## src/rtl/rf_wport_sched.sv

```systemverilog
// rf_wport_sched: shares the register-file write port between the WB stage
// and a one-entry MDU result buffer. It keeps a busy scoreboard of registers
// with an MDU result outstanding and flags long starvation of the buffer.
//
// Handshakes: a transfer happens on a rising edge where valid && ready are
// both high. ready depends only on registered state and the request's own
// register number, never on valid. A requester holds its payload stable while
// valid is high and ready is low.
module rf_wport_sched #(
  parameter int unsigned MAX_WAIT = 4
) (
  input  logic        clk,
  input  logic        clrn,
  input  logic        pipe_we,
  input  logic [4:0]  pipe_wn,
  input  logic [31:0] pipe_d,
  input  logic        iss_valid,
  input  logic [4:0]  iss_wn,
  output logic        iss_ready,
  input  logic        mdu_valid,
  input  logic [4:0]  mdu_wn,
  input  logic [31:0] mdu_d,
  output logic        mdu_ready,
  input  logic [4:0]  rs,
  input  logic [4:0]  rt,
  output logic        stall_a,
  output logic        stall_b,
  output logic        rf_we,
  output logic [4:0]  rf_wn,
  output logic [31:0] rf_d,
  output logic        hold_pipe,
  output logic        err_waw
);

  localparam logic [3:0] MAX_W = 4'(MAX_WAIT);

  // Bit 0 stays 0 so r0 never reads as busy.
  logic [31:0] busy_q, busy_d;
  logic        buf_valid_q, buf_valid_d;
  logic [4:0]  buf_wn_q, buf_wn_d;
  logic [31:0] buf_d_q, buf_d_d;
  logic [3:0]  wait_cnt_q, wait_cnt_d;
  logic        err_waw_q, err_waw_d;

  logic pipe_act;
  logic drain;
  logic mdu_acc;
  logic iss_acc;

  // Write-port arbitration and handshake outputs; WB always has priority.
  always_comb begin
    pipe_act  = pipe_we && (pipe_wn != 5'd0);
    drain     = !pipe_act && buf_valid_q;
    mdu_ready = clrn && !buf_valid_q;
    iss_ready = clrn && ((iss_wn == 5'd0) || !busy_q[iss_wn]);
    mdu_acc   = mdu_valid && mdu_ready;
    iss_acc   = iss_valid && iss_ready;
    stall_a   = clrn && (rs != 5'd0) && busy_q[rs];
    stall_b   = clrn && (rt != 5'd0) && busy_q[rt];
    hold_pipe = clrn && buf_valid_q && (wait_cnt_q == MAX_W);
    err_waw   = err_waw_q;
    rf_we     = 1'b0;
    rf_wn     = 5'd0;
    rf_d      = 32'd0;
    if (clrn) begin
      if (pipe_act) begin
        rf_we = 1'b1;
        rf_wn = pipe_wn;
        rf_d  = pipe_d;
      end else if (buf_valid_q) begin
        rf_we = 1'b1;
        rf_wn = buf_wn_q;
        rf_d  = buf_d_q;
      end
    end
  end

  // Next-state for buffer, scoreboard, starvation counter and error flag.
  always_comb begin
    busy_d      = busy_q;
    buf_valid_d = buf_valid_q;
    buf_wn_d    = buf_wn_q;
    buf_d_d     = buf_d_q;
    wait_cnt_d  = wait_cnt_q;
    err_waw_d   = err_waw_q;
    if (pipe_act && busy_q[pipe_wn]) begin
      err_waw_d = 1'b1;
    end
    if (drain) begin
      buf_valid_d      = 1'b0;
      busy_d[buf_wn_q] = 1'b0;
      wait_cnt_d       = 4'd0;
    end else if (buf_valid_q && pipe_act && (wait_cnt_q != MAX_W)) begin
      wait_cnt_d = wait_cnt_q + 4'd1;
    end
    // A result for r0 is taken off the MDU but never buffered.
    if (mdu_acc && (mdu_wn != 5'd0)) begin
      buf_valid_d = 1'b1;
      buf_wn_d    = mdu_wn;
      buf_d_d     = mdu_d;
    end
    if (iss_acc && (iss_wn != 5'd0)) begin
      busy_d[iss_wn] = 1'b1;
    end
    busy_d[0] = 1'b0;
  end

  // State registers with synchronous active-low reset.
  always_ff @(posedge clk) begin
    if (!clrn) begin
      busy_q      <= 32'd0;
      buf_valid_q <= 1'b0;
      buf_wn_q    <= 5'd0;
      buf_d_q     <= 32'd0;
      wait_cnt_q  <= 4'd0;
      err_waw_q   <= 1'b0;
    end else begin
      busy_q      <= busy_d;
      buf_valid_q <= buf_valid_d;
      buf_wn_q    <= buf_wn_d;
      buf_d_q     <= buf_d_d;
      wait_cnt_q  <= wait_cnt_d;
      err_waw_q   <= err_waw_d;
    end
  end

endmodule

```

## config.mk

```make
export PLATFORM = sky130hd
export DESIGN_NAME = rf_wport_sched
export DESIGN_NICKNAME = d
export VERILOG_FILES = /design/src/rtl/rf_wport_sched.sv
export SDC_FILE = /design/constraint.sdc
export NUM_CORES = 1
export LEC_CHECK = 0
export CORE_MARGIN = 4
export CORE_UTILIZATION = 40
export CTS_CLUSTER_DIAMETER = 200
export CTS_CLUSTER_SIZE = 10
export DETAILED_ROUTE_END_ITERATION = 16
export PLACE_DENSITY = 0.67
export SETUP_SLACK_MARGIN = 0.05
export SYNTH_ARGS = -nofsm -noshare
export SYNTH_HDL_FRONTEND = slang
export SYNTH_SLANG_ARGS = --single-unit
```

## constraint.sdc

```tcl
create_clock -name clk -period 6.4 [get_ports clk]
set_input_delay 1.28 -clock clk [delete_from_list [all_inputs] [get_ports clk]]
set_output_delay 1.28 -clock clk [all_outputs]
set_load 0.02 [all_outputs]
```

==> results_dict.tcl, run 1 <==
set metrics [dict create \
    status "completed" \
    reg2reg_depth 6 \
    power_mw 1.28 \
    finClkSkew_ns 0.00515 \
    cp_max_fo 13 \
    dp_slack_ns 0.904 \
    fmax_mhz 183 \
    cts_buffers 9 \
    period_minus_slack_ns 5.46 \
    synth_top_cells_by_area "dfxtp_1 31%, mux4_2 13%, a21boi_0 11%, nand2_1 9.8%, nand3_1 4.4%" \
    die_height_microns 117 \
    layout_setup_ws_ns 0.937 \
    clkSinkCount 74 \
    start_kind "input port" \
    grt_max_degree 73 \
    peakVddDrop_mv 0.136 \
    yosysTopAreaCell "dfxtp_1" \
    ys.flop_type "dfxtp_1" \
    p_per_area_nw_per_um2 197 \
    ctsLongestPathBuffers 2 \
    hold_path.class "register to register" \
    period_share 0.854 \
    start_util 0.413 \
    avgViaCountPerCell 5.83 \
    port_buffers 137 \
    slew_headroom 0.262 \
    wire_per_inst_microns 18.9 \
    yosys_warnings 0 \
    critPathKind "input port to output port" \
    instances_no_fill 816 \
    fin_nets 765 \
    wl_mm 15.4 \
    drt-initial-drc-count 319 \
    drcViolationCount 0 \
    drv_cap 0 \
    r2r_start "buf_valid_q" \
    rows 39 \
    cts_hold_buf 0 \
    track_usage 0.230 \
    ctsResizeCount 0 \
    cts_tree "done" \
    hold_viol 0 \
    drive_gt1_frac 0.0862 \
    post-dp-hpwl_mm 11.1 \
    area_growth_pct 36.1 \
    final_max_slew_viol_count 0 \
    path_clk_slew_ns 0.06 \
    grt_pass1_wl_mm 24.8 \
    cp.arrival_ns 4.18 \
    yosysUniqueCellTypes 47 \
    dp.cells 801 \
    cts.htree.levels 3 \
    rsz0062_at_grt "false" \
    setup_viol 0 \
    syn_inst 566 \
    yosysTopAreaCellShare 0.310 \
    clockRootBuffer "clkbuf_16" \
    antenna_found_initial 0 \
    drtPass1Iterations 5 \
    end_kind "output port" \
    die-area_sq_um 13700 \
    ys_ff_latch 74 \
    required_ns 5.12 \
    gp_congestion 0.896 \
    synth-seq-area-share 0.310 \
    postCtsSetupRepairBufs 0 \
    core-area_sq_um 11600 \
    p_leak_nw 2.15 \
    synthesis.area_sq_um 4770 \
    syn_avg_cell_area_sq_um 8.43 \
    holdPathEnd "buf_d_q[11]" \
    vias 4760 \
    synth-edff-count 0 \
    synth_nets 662 \
    insertion_delay_ns 0.33 \
    grt_pass1_vias 4834 \
    fin_setup_tns_ns 0 \
    tightest_slew_ns 1.11 \
    holdPathStages 2 \
    io-pin-count 138 \
    min_from "buf_d_q[11]" \
    ant_nets 0 \
    r2r_setup_slack_ns 3.63 \
    synthArstFlopShare 0 \
    reg2reg_to "buf_d_q[0]" \
    overflow 0 \
    die_w_microns 117 \
    antenna_cells 0 \
]
cell type report:
cell class,instances,area (sq um)
fill,1067,5070
multi-input combinational,438,3070
sequential,74,1480
timing repair buffer,143,1420
clock buffer,10,229
tap,143,179
clock inverter,5,104
inverter,3,11.3
registers in the layout (all words and copies together), names as in the netlist:
| signal | cells |
|---|---|
| wait_cnt_q | 4 |
| buf_valid_q | 1 |
| err_waw | 1 |
| buf_wn_q | 5 |
| buf_d_q | 32 |
| busy_q | 31 |
worst max path at each step:
stage                from        end  slack (ns)
6_report        iss_wn[0]  iss_ready        0.94
5_1_grt         iss_wn[0]  iss_ready        0.73
4_1_cts         iss_wn[0]  iss_ready        0.92
3_5_place_dp    iss_wn[0]  iss_ready        0.90
3_3_place_gp    iss_wn[0]  iss_ready        0.95
2_1_floorplan  pipe_wn[0]    rf_d[1]        2.06
Yosys cell counts (13+ instances only):
library cell,instances
mux4_2,28
dfxtp_1,74
nor2_1,15
nand2_1,125
mux2i_1,15
o211ai_1,24
nand3_1,42
clkbuf_1,34
a21boi_0,71
buf_2,13
o21ai_0,27
cell usage in the layout, fill, tap and decap left out, types with 4 or more instances in the layout:
cell and count:
a21boi_0 71, a31oi_1 4, and3_1 4, buf_4 5, clkbuf_16 9, clkdlybuf4s50_1 136, dfxtp_1 74, mux2_2 4
mux2i_1 15, mux4_2 28, nand2_1 125, nand3_1 42, nand3b_1 9, nor2_1 15, nor2b_1 6, o211ai_1 24
o21ai_0 27, o22ai_1 4, or3_1 9, or4_1 8
per-stage QoR:
step                      area [sq um]  hold slack [ns]  utilization
after floorplan                   4770            0.444            -
after global placement            6160            0.451        0.533
after detailed placement          6160            0.457        0.533
after CTS                         6500            0.465        0.562
after global routing              6500            0.489        0.562
final                             6500            0.463        0.562
report_power, final:
| group | internal (mW) | switching [mW] |
|---|---|---|
| logic | 0.112 | 0.106 |
| registers | 0.475 | 0.0153 |
| clock network | 0.379 | 0.191 |
| total | 0.966 | 0.313 |
critical path, cell delays in order:
cell             delay (ns)
clkdlybuf4s50_1        0.92
mux4_2                 0.60
nand3b_1               0.09
o21ai_0                0.09
a311o_1                0.33
a211oi_1               0.22
clkdlybuf4s50_1        0.65
logic make-up after synthesis:
family | synth area share
flip-flops | 0.310
adder cells (fa/ha/maj) | 0.00524
AND/OR/NAND/NOR | 0.235
XOR/XNOR | 0.00551
AO/OA/AOI/OAI | 0.224
multiplexers | 0.173
buffers and inverters | 0.0467
metal layers:
layer  share of wire  vias up  track usage
li1                -     2278            -
met1            0.42     2222        0.297
met2            0.46      234        0.362
met3           0.096       26       0.0715
met4           0.022        0       0.0879
met5               0        -            0
Power figures use the tool's default switching activity.
==> run 2: changes to the inputs <==
--- a/config.mk
+++ b/config.mk
@@ -5,6 +5,7 @@
 export SDC_FILE = /design/constraint.sdc
 export NUM_CORES = 1
 export LEC_CHECK = 0
+export ABC_CLOCK_PERIOD_IN_PS = 6400
 export CORE_MARGIN = 4
 export CORE_UTILIZATION = 40
 export CTS_CLUSTER_DIAMETER = 200
@@ -12,6 +13,7 @@
 export DETAILED_ROUTE_END_ITERATION = 16
 export PLACE_DENSITY = 0.67
 export SETUP_SLACK_MARGIN = 0.05
+export SLEW_MARGIN = 20
 export SYNTH_ARGS = -nofsm -noshare
 export SYNTH_HDL_FRONTEND = slang
 export SYNTH_SLANG_ARGS = --single-unit
==> results_dict.tcl, run 2 (synthesis results as in run 1) <==
set metrics [dict create \
    r2r_setup_slack_ns 3.85 \
    hold_path.class "register to register" \
    path_clk_slew_ns 0.06 \
    fin_setup_tns_ns 0 \
    clockRootBuffer "clkbuf_16" \
    wl_mm 15.4 \
    drt-initial-drc-count 317 \
    core-area_sq_um 11600 \
    insertion_delay_ns 0.33 \
    area_growth_pct 36.2 \
    regMostFlops "buf_d_q" \
    grt_pass1_wl_mm 24.8 \
    rsz0062_at_grt "false" \
    peakVddDrop_mv 0.135 \
    cts_tree "done" \
    end_kind "output port" \
    p_leak_nw 2.15 \
    gp_congestion 0.896 \
    holdWs_ns 0.463 \
    ctsResizeCount 0 \
    finClkSkew_ns 0.00713 \
    die-area_sq_um 13700 \
    required_ns 5.12 \
    drcViolationCount 0 \
    rows 39 \
    layout_commonest_cell "clkdlybuf4s50_1" \
    min_from "buf_d_q[11]" \
    ctsLongestPathBuffers 2 \
    period_minus_slack_ns 5.47 \
    cts.htree.levels 3 \
    start_util 0.413 \
    drive_gt1_frac 0.0877 \
    antenna_cells 0 \
    reg.largest.list "buf_d_q x32, busy_q x31, buf_wn_q x5" \
    die_height_microns 117 \
    fin_area_sq_um 6500 \
    avgViaCountPerCell 5.82 \
    grt_pass1_vias 4834 \
    drv_cap 0 \
    fmax_mhz 183 \
    place_area_sq_um 6160 \
    setup_viol 0 \
    cp.arrival_ns 4.19 \
    cts_buffers 9 \
    vias 4750 \
    hold_viol 0 \
    io-pin-count 138 \
    ant_nets 0 \
    largest_reg_flops 32 \
    die_w_microns 117 \
    port_buffers 137 \
    track_usage 0.230 \
    critPathKind "input port to output port" \
    slew_headroom 0.426 \
    clkSinkCount 74 \
    antenna_found_initial 0 \
    tightest_slew_ns 0.861 \
    cts_hold_buf 0 \
    post-dp-hpwl_mm 11.1 \
    grt_max_degree 73 \
    start_kind "input port" \
    fin_nets 765 \
    final_cell_mix "136 x clkdlybuf4s50_1, 125 x nand2_1, 74 x dfxtp_1" \
    utilization 0.562 \
    p_per_area_nw_per_um2 197 \
    cp_max_fo 13 \
    status "completed" \
    period_share 0.854 \
    overflow 0 \
    r2r_start "buf_valid_q" \
    drtPass1Iterations 5 \
    crit_start "iss_wn[0]" \
    final_max_slew_viol_count 0 \
    wire_per_inst_microns 18.9 \
    postCtsSetupRepairBufs 0 \
]
## run 2: changes by cell type in the layout (fill, tap and decap cells not counted)
cell	previous run	this run
o21a_2	0	1
o21a_1	2	1
## run 2: power by group
| part | switching, mW | leakage (nW) | internal, mW | total (mW) |
|---|---|---|---|---|
| combinational | 0.106 | 1.38 | 0.112 | 0.218 |
| clock | 0.191 | 0.163 | 0.379 | 0.570 |
| sequential | 0.0153 | 0.601 | 0.475 | 0.491 |
| total | 0.313 | 2.15 | 0.966 | 1.28 |
## run 2: final cells by class
type,count,area [sq um]
fillers,1066,5070
multi-input cells,438,3070
flip-flops and latches,74,1480
repair buffers,143,1420
clock buffers,10,229
well taps,143,179
clock inverters,5,104
inverters,3,11.3
## run 2: final timing paths
path / endpoint / cells past startpoint
hold reg to reg: buf_d_q[11] / 2
hold / removal: buf_d_q[11] / 2
setup / recovery: iss_ready / 7
setup reg to reg: buf_d_q[20] / 7
## run 2: metal layers
layer  up-vias  wire length (microns)  global-route usage
met5         -                      0                   0
met3        28                   1500              0.0715
met2       240                   7050               0.362
met1      2205                   6500               0.297
met4         0                    349              0.0879
li1       2277                      -                   -
## run 2: per-stage QoR
step                worst slack [ns]  std cells  power (mW)
floorplan                       2.06        566       0.607
detailed placement             0.904        801       0.719
global route                   0.727        816        1.33
finish                         0.933        816        1.28
CTS                            0.918        816        1.29
global placement               0.947        801       0.715
## run 2: worst max-delay path, stage by stage
cell	delay [ns]
clkdlybuf4s50_1	0.92
mux4_2	0.60
nand3b_1	0.09
o21ai_0	0.09
a311o_1	0.33
a211oi_1	0.22
clkdlybuf4s50_1	0.65
